## src/rtl/sar_search_controller.sv

```systemverilog
// Successive-approximation search master.
// Drives trial values onto the comparator's guess input and resolves the
// unknown target MSB-first from the lt/gt/eq flags. An exact match ends the
// search early. A target of zero is confirmed in one extra VERIFY comparison.
module sar_search_controller #(
   parameter  int N  = 8,
   localparam int CW = $clog2(N + 2)
) (
   input  logic          clk,
   input  logic          rst_n,
   input  logic          start,
   input  logic          cmp_lt,
   input  logic          cmp_gt,
   input  logic          cmp_eq,
   output logic [N-1:0]  guess,
   output logic          busy,
   output logic          done,
   output logic [N-1:0]  result,
   output logic          found,
   output logic          err,
   output logic [CW-1:0] trials
);

   localparam int KW = (N > 1) ? $clog2(N) : 1;

   typedef enum logic [1:0] {
      IDLE   = 2'd0,
      TRIAL  = 2'd1,
      VERIFY = 2'd2,
      DONE   = 2'd3
   } state_t;

   state_t          state, state_nxt;
   logic [KW-1:0]   k;          // bit position currently under test
   logic [CW-1:0]   cnt;        // comparisons consumed by the running search
   logic            flags_ok;
   logic [N-1:0]    guess_nxt;

   // The comparator must assert exactly one of its three flags.
   function automatic logic flags_valid(input logic lt, input logic gt, input logic eq);
      return ({lt, gt, eq} == 3'b100) || ({lt, gt, eq} == 3'b010) ||
             ({lt, gt, eq} == 3'b001);
   endfunction

   // Decide bit kk of the current trial, then set the next lower bit (if any).
   function automatic logic [N-1:0] next_trial(input logic [N-1:0] g,
                                               input logic [KW-1:0] kk,
                                               input logic gt);
      logic [N-1:0] n;
      n = g;
      if (gt)
         n[kk] = 1'b0;
      if (kk != '0)
         n[kk - KW'(1)] = 1'b1;
      return n;
   endfunction

   assign flags_ok  = flags_valid(cmp_lt, cmp_gt, cmp_eq);
   assign guess_nxt = next_trial(guess, k, cmp_gt);

   // State register.
   always_ff @(posedge clk or negedge rst_n) begin
      if (!rst_n)
         state <= IDLE;
      else
         state <= state_nxt;
   end

   // Next-state decode: early exit on match or bad flags, VERIFY after bit 0.
   always_comb begin
      state_nxt = state;
      case (state)
         IDLE:    if (start) state_nxt = TRIAL;
         TRIAL: begin
            if (!flags_ok || cmp_eq)
               state_nxt = DONE;
            else if (k == '0)
               state_nxt = VERIFY;
            else
               state_nxt = TRIAL;
         end
         VERIFY:  state_nxt = DONE;
         DONE:    state_nxt = IDLE;
         default: state_nxt = IDLE;
      endcase
   end

   // Status outputs decoded from the registered state.
   always_comb begin
      busy = 1'b0;
      done = 1'b0;
      case (state)
         TRIAL, VERIFY: busy = 1'b1;
         DONE:          done = 1'b1;
         default:       ;
      endcase
   end

   // Trial value, bit pointer and the held search results.
   always_ff @(posedge clk or negedge rst_n) begin
      if (!rst_n) begin
         guess  <= '0;
         k      <= '0;
         cnt    <= '0;
         result <= '0;
         found  <= 1'b0;
         err    <= 1'b0;
         trials <= '0;
      end else begin
         case (state)
            IDLE: begin
               if (start) begin
                  guess  <= N'(1) << (N - 1);
                  k      <= KW'(N - 1);
                  cnt    <= '0;
                  found  <= 1'b0;
                  err    <= 1'b0;
                  trials <= '0;
               end
            end
            TRIAL: begin
               cnt <= cnt + CW'(1);
               if (!flags_ok) begin
                  result <= guess;
                  found  <= 1'b0;
                  err    <= 1'b1;
                  trials <= cnt + CW'(1);
               end else if (cmp_eq) begin
                  result <= guess;
                  found  <= 1'b1;
                  trials <= cnt + CW'(1);
               end else begin
                  guess <= guess_nxt;
                  if (k != '0)
                     k <= k - KW'(1);
               end
            end
            VERIFY: begin
               cnt    <= cnt + CW'(1);
               result <= guess;
               found  <= cmp_eq & flags_ok;
               err    <= ~flags_ok;
               trials <= cnt + CW'(1);
            end
            default: ;
         endcase
      end
   end

endmodule

```

## config.mk

```make
export PLATFORM = sky130hd
export DESIGN_NAME = sar_search_controller
export DESIGN_NICKNAME = d
export VERILOG_FILES = /design/src/rtl/sar_search_controller.sv
export SDC_FILE = /design/constraint.sdc
export NUM_CORES = 1
export LEC_CHECK = 0
export ABC_AREA = 1
export CAP_MARGIN = 20
export CORE_ASPECT_RATIO = 1.2
export CORE_UTILIZATION = 55
export CTS_BUF_LIST = sky130_fd_sc_hd__clkbuf_4
export DETAILED_ROUTE_END_ITERATION = 12
export PLACE_DENSITY = 0.86
export SLEW_MARGIN = 30
export SYNTH_ARGS = -nofsm -noshare
export SYNTH_HDL_FRONTEND = slang
export SYNTH_SLANG_ARGS = --single-unit
```

## constraint.sdc

```tcl
create_clock -name clk -period 1.5 [get_ports clk]
set_input_delay 0.375 -clock clk [delete_from_list [all_inputs] [get_ports clk]]
set_output_delay 0.375 -clock clk [all_outputs]
set_load 0.02 [all_outputs]
```

# --- Word level (Yosys, flattened, before mapping) ---
# Cells that the tools add are included.
word_totals:
  input_bits: 6
  register_bits: 31
  output_inout_bits: 24
classes:
  mux: 35
  addsub: 2
  eq_ne: 12
  n_bitwise: 5
  n_reduce_logical: 20
  n_lt_le_gt_ge: 4
ops:
  columns: ["op", "n"]
  rows:
  - ["$mux 8", 7]
  - ["$pmux 8 s2", 2]
  - ["$mux 3", 4]
  - ["$mux 4", 3]
  - ["$pmux 4 s3", 1]
  - ["$ne 2x2->1 const B", 5]
  - ["$and 8x8->8", 1]
  - ["$lt 3x4->1 const B", 2]
  - ["$mux 1", 8]
  - ["$not 8->8", 1]
  - ["$or 8x8->8", 1]
  - ["$pmux 2 s4", 1]
  - ["$pmux 4 s2", 1]
  - ["$demux 1 s3", 2]
  - ["$ge 3x1->1 const B", 2]
  - ["$mux 2", 3]
  - ["$pmux 1 s3", 2]
  - ["$pmux 3 s2", 1]
  - ["$reduce_and 3->1", 2]
  - ["$reduce_bool 2->1", 3]
  - ["$reduce_bool 3->1", 2]
  - ["$reduce_and 5->1", 1]
  - ["$add 4x1->4 const B", 1]
  - ["$eq 2x2->1 const B", 2]
  - ["16 further kinds", 20]

# --- Depth between registers and ports, before layout ---
# Gate-level depths: netlist of the first run.
logic_depth:
  depth_word: 12
  depth_mapped: 10
  ltp_nobuf: 10

# --- Worst setup path after synthesis of the first run ---
# Ideal clock, no wire load.
synth_path:
  path_type: "flip-flop to flip-flop"
  start: "register state[0]"
  end: "register found"
  period_less_slack_ps: 1428
  t_arrival_ps: 1346
  required_ps: 1417
  setup_slack_ps: 72
  setup_time_ps: 83
  stages_incl_launch_ff: 6
  path_cell_list: "dfrtp_1 -> inv_1 -> ha_1 -> nand2_1 -> or2_0 -> o21ai_0"
synth_via:
  elab_chain_len: 3
synth_lines:
  columns: ["item", "line_no", "rtl"]
  rows:
  - ["from (decl)", "33", "state_t state, state_nxt;"]
  - ["from (signal assigned)", "66", "state <= state_nxt;"]
  - ["$eq 2x1->1, or another cell as far along", "110", "case (state)"]
  - ["$ne 3x3->1 (no line), or another cell as far along", null, null]
  - ["$reduce_and 3->1 (no line)", null, null]
  - ["to (signal assigned)", "141", "found <= cmp_eq & flags_ok;"]
  - ["to (decl)", "19", "output logic found,"]
# Parallel ways exist; a longest one is shown, timed or not.
# A chain may end at the register's enable or synchronous reset.

==> impl_metrics.env, run 1 <==
export IMPL_place_inst=308
export IMPL_grt_use_total_pct=26.0
export IMPL_layout_nets=296
export IMPL_synth_nets=240
export IMPL_finalCriticalPeriod_ns=1.53
export IMPL_leakagePower_nw=1.29
export IMPL_layout_drive_gt1_share_pct=23.4
export IMPL_timing_setup_tns_ns=-0.0518
export IMPL_reg2reg_depth=7
export IMPL_wl_per_cell_um=12.3
export IMPL_cts_htree_levels=2
export IMPL_met2_usage_pct=42.7
export IMPL_numClockSinks=31
export IMPL_cts_buffer_depth=2
export IMPL_netlist_top_cells_area="dfrtp_1 (44%), nand2_1 (19%), nand3_1 (6.8%)"
export IMPL_clock_latency_ns=0.32
export IMPL_met3_usage_pct=5.71
export IMPL_end_kind="primary output"
export IMPL_violations="setup timing"
export IMPL_power_density_nw_per_um2=2300
export IMPL_gp_congestion=0.899
export IMPL_skew_ns=0.00642
export IMPL_cts_buffers_inserted=5
export IMPL_hpwl_mm=2.86
export IMPL_synth_top_family_by_area="simple AND/OR/NAND/NOR gates"
export IMPL_start_util_pct=57.8
export IMPL_gr_total_overflow=0
export IMPL_die_area_um2=3440
export IMPL_cp_data_required_time_ns=1.12
export IMPL_antennaDiodeCount=0
export IMPL_drc=0
export IMPL_postRouteAntennaNets=0
export IMPL_critical_path_class="flip-flop to primary output"
export IMPL_cp_data_arrival_time_ns=1.15
export IMPL_synthAdderAreaFrac_pct=5.67
export IMPL_area_growth_pct=34.1
export IMPL_port_buffers=29
export IMPL_slew_limit_headroom_pct=80.0
export IMPL_worst_slack_ns=-0.0294
export IMPL_hold_class="primary input to asynchronous set/reset pin"
export IMPL_vias=1638
export IMPL_die_h_um=64.1
export IMPL_path_clk_slew_ns=0.10
export IMPL_worstMarginPinSlew_ns=0.299
export IMPL_maxCapViolCount=0
export IMPL_synth_cells=226
export IMPL_postSynthAreaPerCell_um2=7.82
export IMPL_via_per_inst=5.15
export IMPL_setup_viol=2
export IMPL_grt_pass1_wl_mm=6.58
export IMPL_slew_violations=0
export IMPL_met1_usage_pct=31.6
export IMPL_synth_area_leader_cell="dfrtp_1"
export IMPL_grt_max_degree=32
export IMPL_synth_seq_cells=31
export IMPL_first_pass_iters=4
export IMPL_yosysUniqueCellTypes=23
export IMPL_first_global_vias=1563
export IMPL_row_count=22
export IMPL_synth_warnings=0
export IMPL_status="complete, but fails checks"
export IMPL_coreArea_um2=3060
export IMPL_seq_area_frac_synth_pct=43.9
export IMPL_vdd_drop_max_mv=1.60
export IMPL_pin_count=30
export IMPL_fp_dieW_um=53.7
export IMPL_worstPathMaxFanout=2
export IMPL_drt_initial_drc_count=38
export IMPL_netlist_area_um2=1770
export IMPL_fin_cells=318
export IMPL_synthSimpleGateAreaFrac_pct=37.3
export IMPL_min_period_over_period_pct=102
export IMPL_rsz0062_at_grt="true"
export IMPL_worstSetupStartpointType="flip-flop"
export IMPL_post_route_util_pct=77.6
export IMPL_yosys_mux_area_fraction_pct=0
export IMPL_hold_viol_final=0
export IMPL_dp_slack_ns=-0.254
export IMPL_synth_xor_area_share_pct=0.496
export IMPL_synth_top_area_share_pct=43.9
export IMPL_cts_hold_buffers=0
export IMPL_antenna_found_initial=0
export IMPL_wl_mm=3.92
export IMPL_fmax_mhz=654
export IMPL_synth_compound_area_share_pct=6.87
export IMPL_cts_root_buf="clkbuf_4"
export IMPL_top_usage_layer="met2"
export IMPL_tritoncts="built"
power breakdown:
part | internal (W) | total, W | switching (W)
clock network | 0.000166 | 0.000442 | 0.000276
registers | 0.00117 | 0.00144 | 0.000268
logic | 0.00148 | 0.00358 | 0.00210
total | 0.00281 | 0.00546 | 0.00264
through the flow:
stage          instance area (µm²)  hold WS, ns  total power, W
3_3_place_gp                  2230        0.465         0.00469
2_1_floorplan                 1770       0.0794         0.00349
3_5_place_dp                  2230        0.472         0.00479
6_report                      2370        0.396         0.00546
5_1_grt                       2370        0.403         0.00594
4_1_cts                       2280        0.407         0.00513
state kept, by name, indices dropped and copies added (netlist names), named ones only:
signal	cells
state	1
trials	4
cnt	4
guess	8
err	1
result	8
k	3
found	1
routing by layer:
metal	share of wire (%)	vias to the layer above
li1	-	840
met1	44	759
met2	50	31
met3	3.4	8
met4	1.9	0
met5	0	-
final cells by class:
class | instances | area, µm²
Inverter | 21 | 78.8
Fill cell | 228 | 686
Timing Repair Buffer | 51 | 449
Multi-Input combinational cell | 172 | 975
Sequential cell | 31 | 776
Clock buffer | 5 | 37.5
Tap cell | 36 | 45.0
Clock inverter | 2 | 8.76
path summary, 6_finish.rpt:
path / startpoint / endpoint / slack [ns]
max reg2reg: flip-flop / found$_DFFE_PN0P_ / 0.06
min: rst_n / guess[1]$_DFFE_PN0P_ / 0.40
max: flip-flop / busy / -0.03
min in group clk: trials[2]$_DFFE_PN0P_ / trials[2]$_DFFE_PN0P_ / 0.48
min reg2reg: trials[2]$_DFFE_PN0P_ / trials[2]$_DFFE_PN0P_ / 0.48
max in group asynchronous: rst_n / asynchronous set/reset pin / 0.93
Yosys cell counts, drive strengths merged:
cell and number:
a21oi 2, a31oi 1, buf 2, dfrtp 31, ha 8, inv 21
nand2 96, nand3 25, nand4 6, nor2 13, o21ai 19, or2 1
xor2 1
cells by family after synthesis:
logic type | Yosys count
AO/OA/AOI/OAI | 22
XOR/XNOR | 1
adder cells (fa/ha/maj) | 8
buffers and inverters | 23
flip-flops | 31
AND/OR/NAND/NOR | 141
what timing repair did:
item,4_1_cts,5_1_grt
cloned,0,0
gates resized for setup,37,25
pin swaps,0,6
setup buffers,1,3
setup endpoints to repair,48,18
critical path, cell delays in order (launching register included):
cell,delay (ns)
dfrtp_1,0.41
inv_2,0.09
ha_4,0.21
buf_6,0.13
cell usage in the layout, fill, tap and decap left out, types with 2 or more instances in the layout:
master and n:
nand2_1 88, dfrtp_1 31, nand3_1 23, dlygate4sd2_1 19, buf_4 19, o21ai_0 17
inv_1 12, inv_2 9, nor2_1 7, clkbuf_4 5, clkdlybuf4s50_1 5, nand4_1 4
nand2_4 4, nor2_2 4, ha_4 4, buf_6 4, nand2_2 3, ha_1 3
nand3_2 2, nor2_4 2, clkdlybuf4s15_1 2
Power figures use the tool's default switching activity.
==> inputs of run 2 (changes only) <==
--- a/config.mk
+++ b/config.mk
@@ -12,6 +12,7 @@
 export CTS_BUF_LIST = sky130_fd_sc_hd__clkbuf_4
 export DETAILED_ROUTE_END_ITERATION = 12
 export PLACE_DENSITY = 0.86
+export RECOVER_POWER = 25
 export SLEW_MARGIN = 30
 export SYNTH_ARGS = -nofsm -noshare
 export SYNTH_HDL_FRONTEND = slang
==> constraint.sdc (replaced) <==
create_clock -name clk -period 1.5 [get_ports clk]
set_input_delay 0.375 -clock clk [delete_from_list [all_inputs] [get_ports clk]]
set_output_delay 0.375 -clock clk [all_outputs]
set_load 0.05 [all_outputs]
==> impl_metrics.env, run 2 (synthesis results as in run 1) <==
export IMPL_worstSetupStartpointType="flip-flop"
export IMPL_layout_nets=301
export IMPL_die_h_um=64.1
export IMPL_clock_latency_ns=0.34
export IMPL_gr_total_overflow=0
export IMPL_antenna_found_initial=0
export IMPL_rrSetupSlack_ns=-0.06
export IMPL_slowest_stage="dfrtp_1"
export IMPL_worstMarginPinSlew_ns=0.763
export IMPL_cts_htree_levels=2
export IMPL_hpwl_mm=3.15
export IMPL_cts_buffer_depth=2
export IMPL_numClockSinks=31
export IMPL_wl_per_cell_um=16.9
export IMPL_die_area_um2=3440
export IMPL_critPathTopFamily="flip-flops"
export IMPL_post_route_util_pct=90.8
export IMPL_cp_data_arrival_time_ns=1.28
export IMPL_cp_data_required_time_ns=1.12
export IMPL_grt_max_degree=32
export IMPL_row_count=22
export IMPL_met2_usage_pct=46.1
export IMPL_grt_pass1_wl_mm=6.93
export IMPL_final_cell_mix="nand2_1 (82), dfrtp_1 (31), buf_12 (26)"
export IMPL_dp_slack_ns=-0.280
export IMPL_pin_count=30
export IMPL_cts_hold_buffers=0
export IMPL_postRouteAntennaNets=0
export IMPL_hold_viol_final=0
export IMPL_antennaDiodeCount=0
export IMPL_finalCriticalPeriod_ns=1.65
export IMPL_fmax_mhz=605
export IMPL_coreArea_um2=3060
export IMPL_cts_buffers_inserted=5
export IMPL_critical_path_class="flip-flop to primary output"
export IMPL_slew_violations=0
export IMPL_setup_viol=17
export IMPL_min_period_over_period_pct=110
export IMPL_rsz0062_at_grt="true"
export IMPL_drc=0
export IMPL_met1_usage_pct=33.2
export IMPL_violations="setup timing"
export IMPL_timing_setup_tns_ns=-0.592
export IMPL_wl_mm=5.48
export IMPL_met3_usage_pct=7.86
export IMPL_end_kind="primary output"
export IMPL_grt_use_total_pct=28.0
export IMPL_cts_root_buf="clkbuf_4"
export IMPL_gp_congestion=0.862
export IMPL_skew_ns=0.00881
export IMPL_tritoncts="built"
export IMPL_top_usage_layer="met2"
export IMPL_fp_dieW_um=53.7
export IMPL_crit_path_max_incr_delay_ns=0.37
export IMPL_reg_top3="guess: 8 flops, result: 8 flops"
export IMPL_hold_class="flip-flop to flip-flop"
export IMPL_maxCapViolCount=0
export IMPL_worst_slack_ns=-0.154
export IMPL_layout_commonest_cell="nand2_1"
export IMPL_drt_initial_drc_count=120
export IMPL_vias=1848
export IMPL_via_per_inst=5.70
export IMPL_port_buffers=29
export IMPL_area_growth_pct=57.1
export IMPL_layout_drive_gt1_share_pct=36.8
export IMPL_start_util_pct=57.8
export IMPL_worstPathMaxFanout=2
export IMPL_slew_limit_headroom_pct=49.1
export IMPL_path_clk_slew_ns=0.09
export IMPL_first_global_vias=1598
export IMPL_path_buf_inv=3
export IMPL_worstPathCellList="inv_2 -> buf_6 -> ha_4 -> buf_12"
export IMPL_status="complete, but fails checks"
export IMPL_first_pass_iters=5
## run 2: worst paths after layout
| path | endpoint | from | cells after the start |
|---|---|---|---|
| min in group asynchronous | result[1]$_DFFE_PN0P_ | rst_n | 2 |
| max | busy | flip-flop | 4 |
| min reg2reg | trials[1]$_DFFE_PN0P_ | trials[1]$_DFFE_PN0P_ | 2 |
| max in group asynchronous | k[2]$_DFFE_PN0P_ | rst_n | 2 |
| max reg2reg | guess[2]$_DFFE_PN0P_ | flip-flop | 8 |
| min | trials[1]$_DFFE_PN0P_ | trials[1]$_DFFE_PN0P_ | 2 |
## run 2: worst reg2reg max path: stages (launching register included)
cell and delay [ns]:
dfrtp_1 0.40, inv_2 0.08, buf_4 0.10, buf_4 0.10
ha_4 0.21, nand4_4 0.19, nor2_4 0.26, nand2_1 0.09
nand2_1 0.09
## run 2: per-layer routing
metal | vias to the layer above | routed length [µm]
li1 | 855 | -
met1 | 866 | 2130
met2 | 107 | 2850
met3 | 20 | 345
met4 | 0 | 163
met5 | - | 0
## run 2: layout make-up
class / instances / area, µm²
clock buffer: 6 / 45.0
clock inverter: 2 / 7.51
tap: 36 / 45.0
timing repair buffer: 54 / 752
fill: 106 / 280
multi-input combinational: 174 / 1070
sequential: 31 / 776
inverter: 21 / 81.3
## run 2: per-stage QoR
| step | cells | hold WS (ns) | instance area, µm² |
|---|---|---|---|
| after floorplan | 226 | 0.0794 | 1770 |
| after global placement | 304 | 0.493 | 2450 |
| after detailed placement | 304 | 0.519 | 2450 |
| after CTS | 315 | 0.393 | 2550 |
| after global routing | 324 | 0.593 | 2780 |
| final | 324 | 0.567 | 2780 |
## run 2: repair_timing
action	in CTS	in global routing
pin swaps	1	16
gates resized for setup	6	37
gates cloned	0	2
endpoints found under the setup margin	5	28
setup buffers	3	8
Power of run 2 is left out: the tool's default activity adds up to more than one toggle a clock period on the data nets, which glitch-free logic cannot reach.
==> inputs of run 3 (changes only) <==
--- a/config.mk
+++ b/config.mk
@@ -6,7 +6,6 @@
 export NUM_CORES = 1
 export LEC_CHECK = 0
 export ABC_AREA = 1
-export CAP_MARGIN = 20
 export CORE_ASPECT_RATIO = 1.2
 export CORE_UTILIZATION = 55
 export CTS_BUF_LIST = sky130_fd_sc_hd__clkbuf_4
==> results of run 3 <==
The final DEF is identical to that of run 2; final timing and power are the same.
Power of run 3 is left out for the same reason.
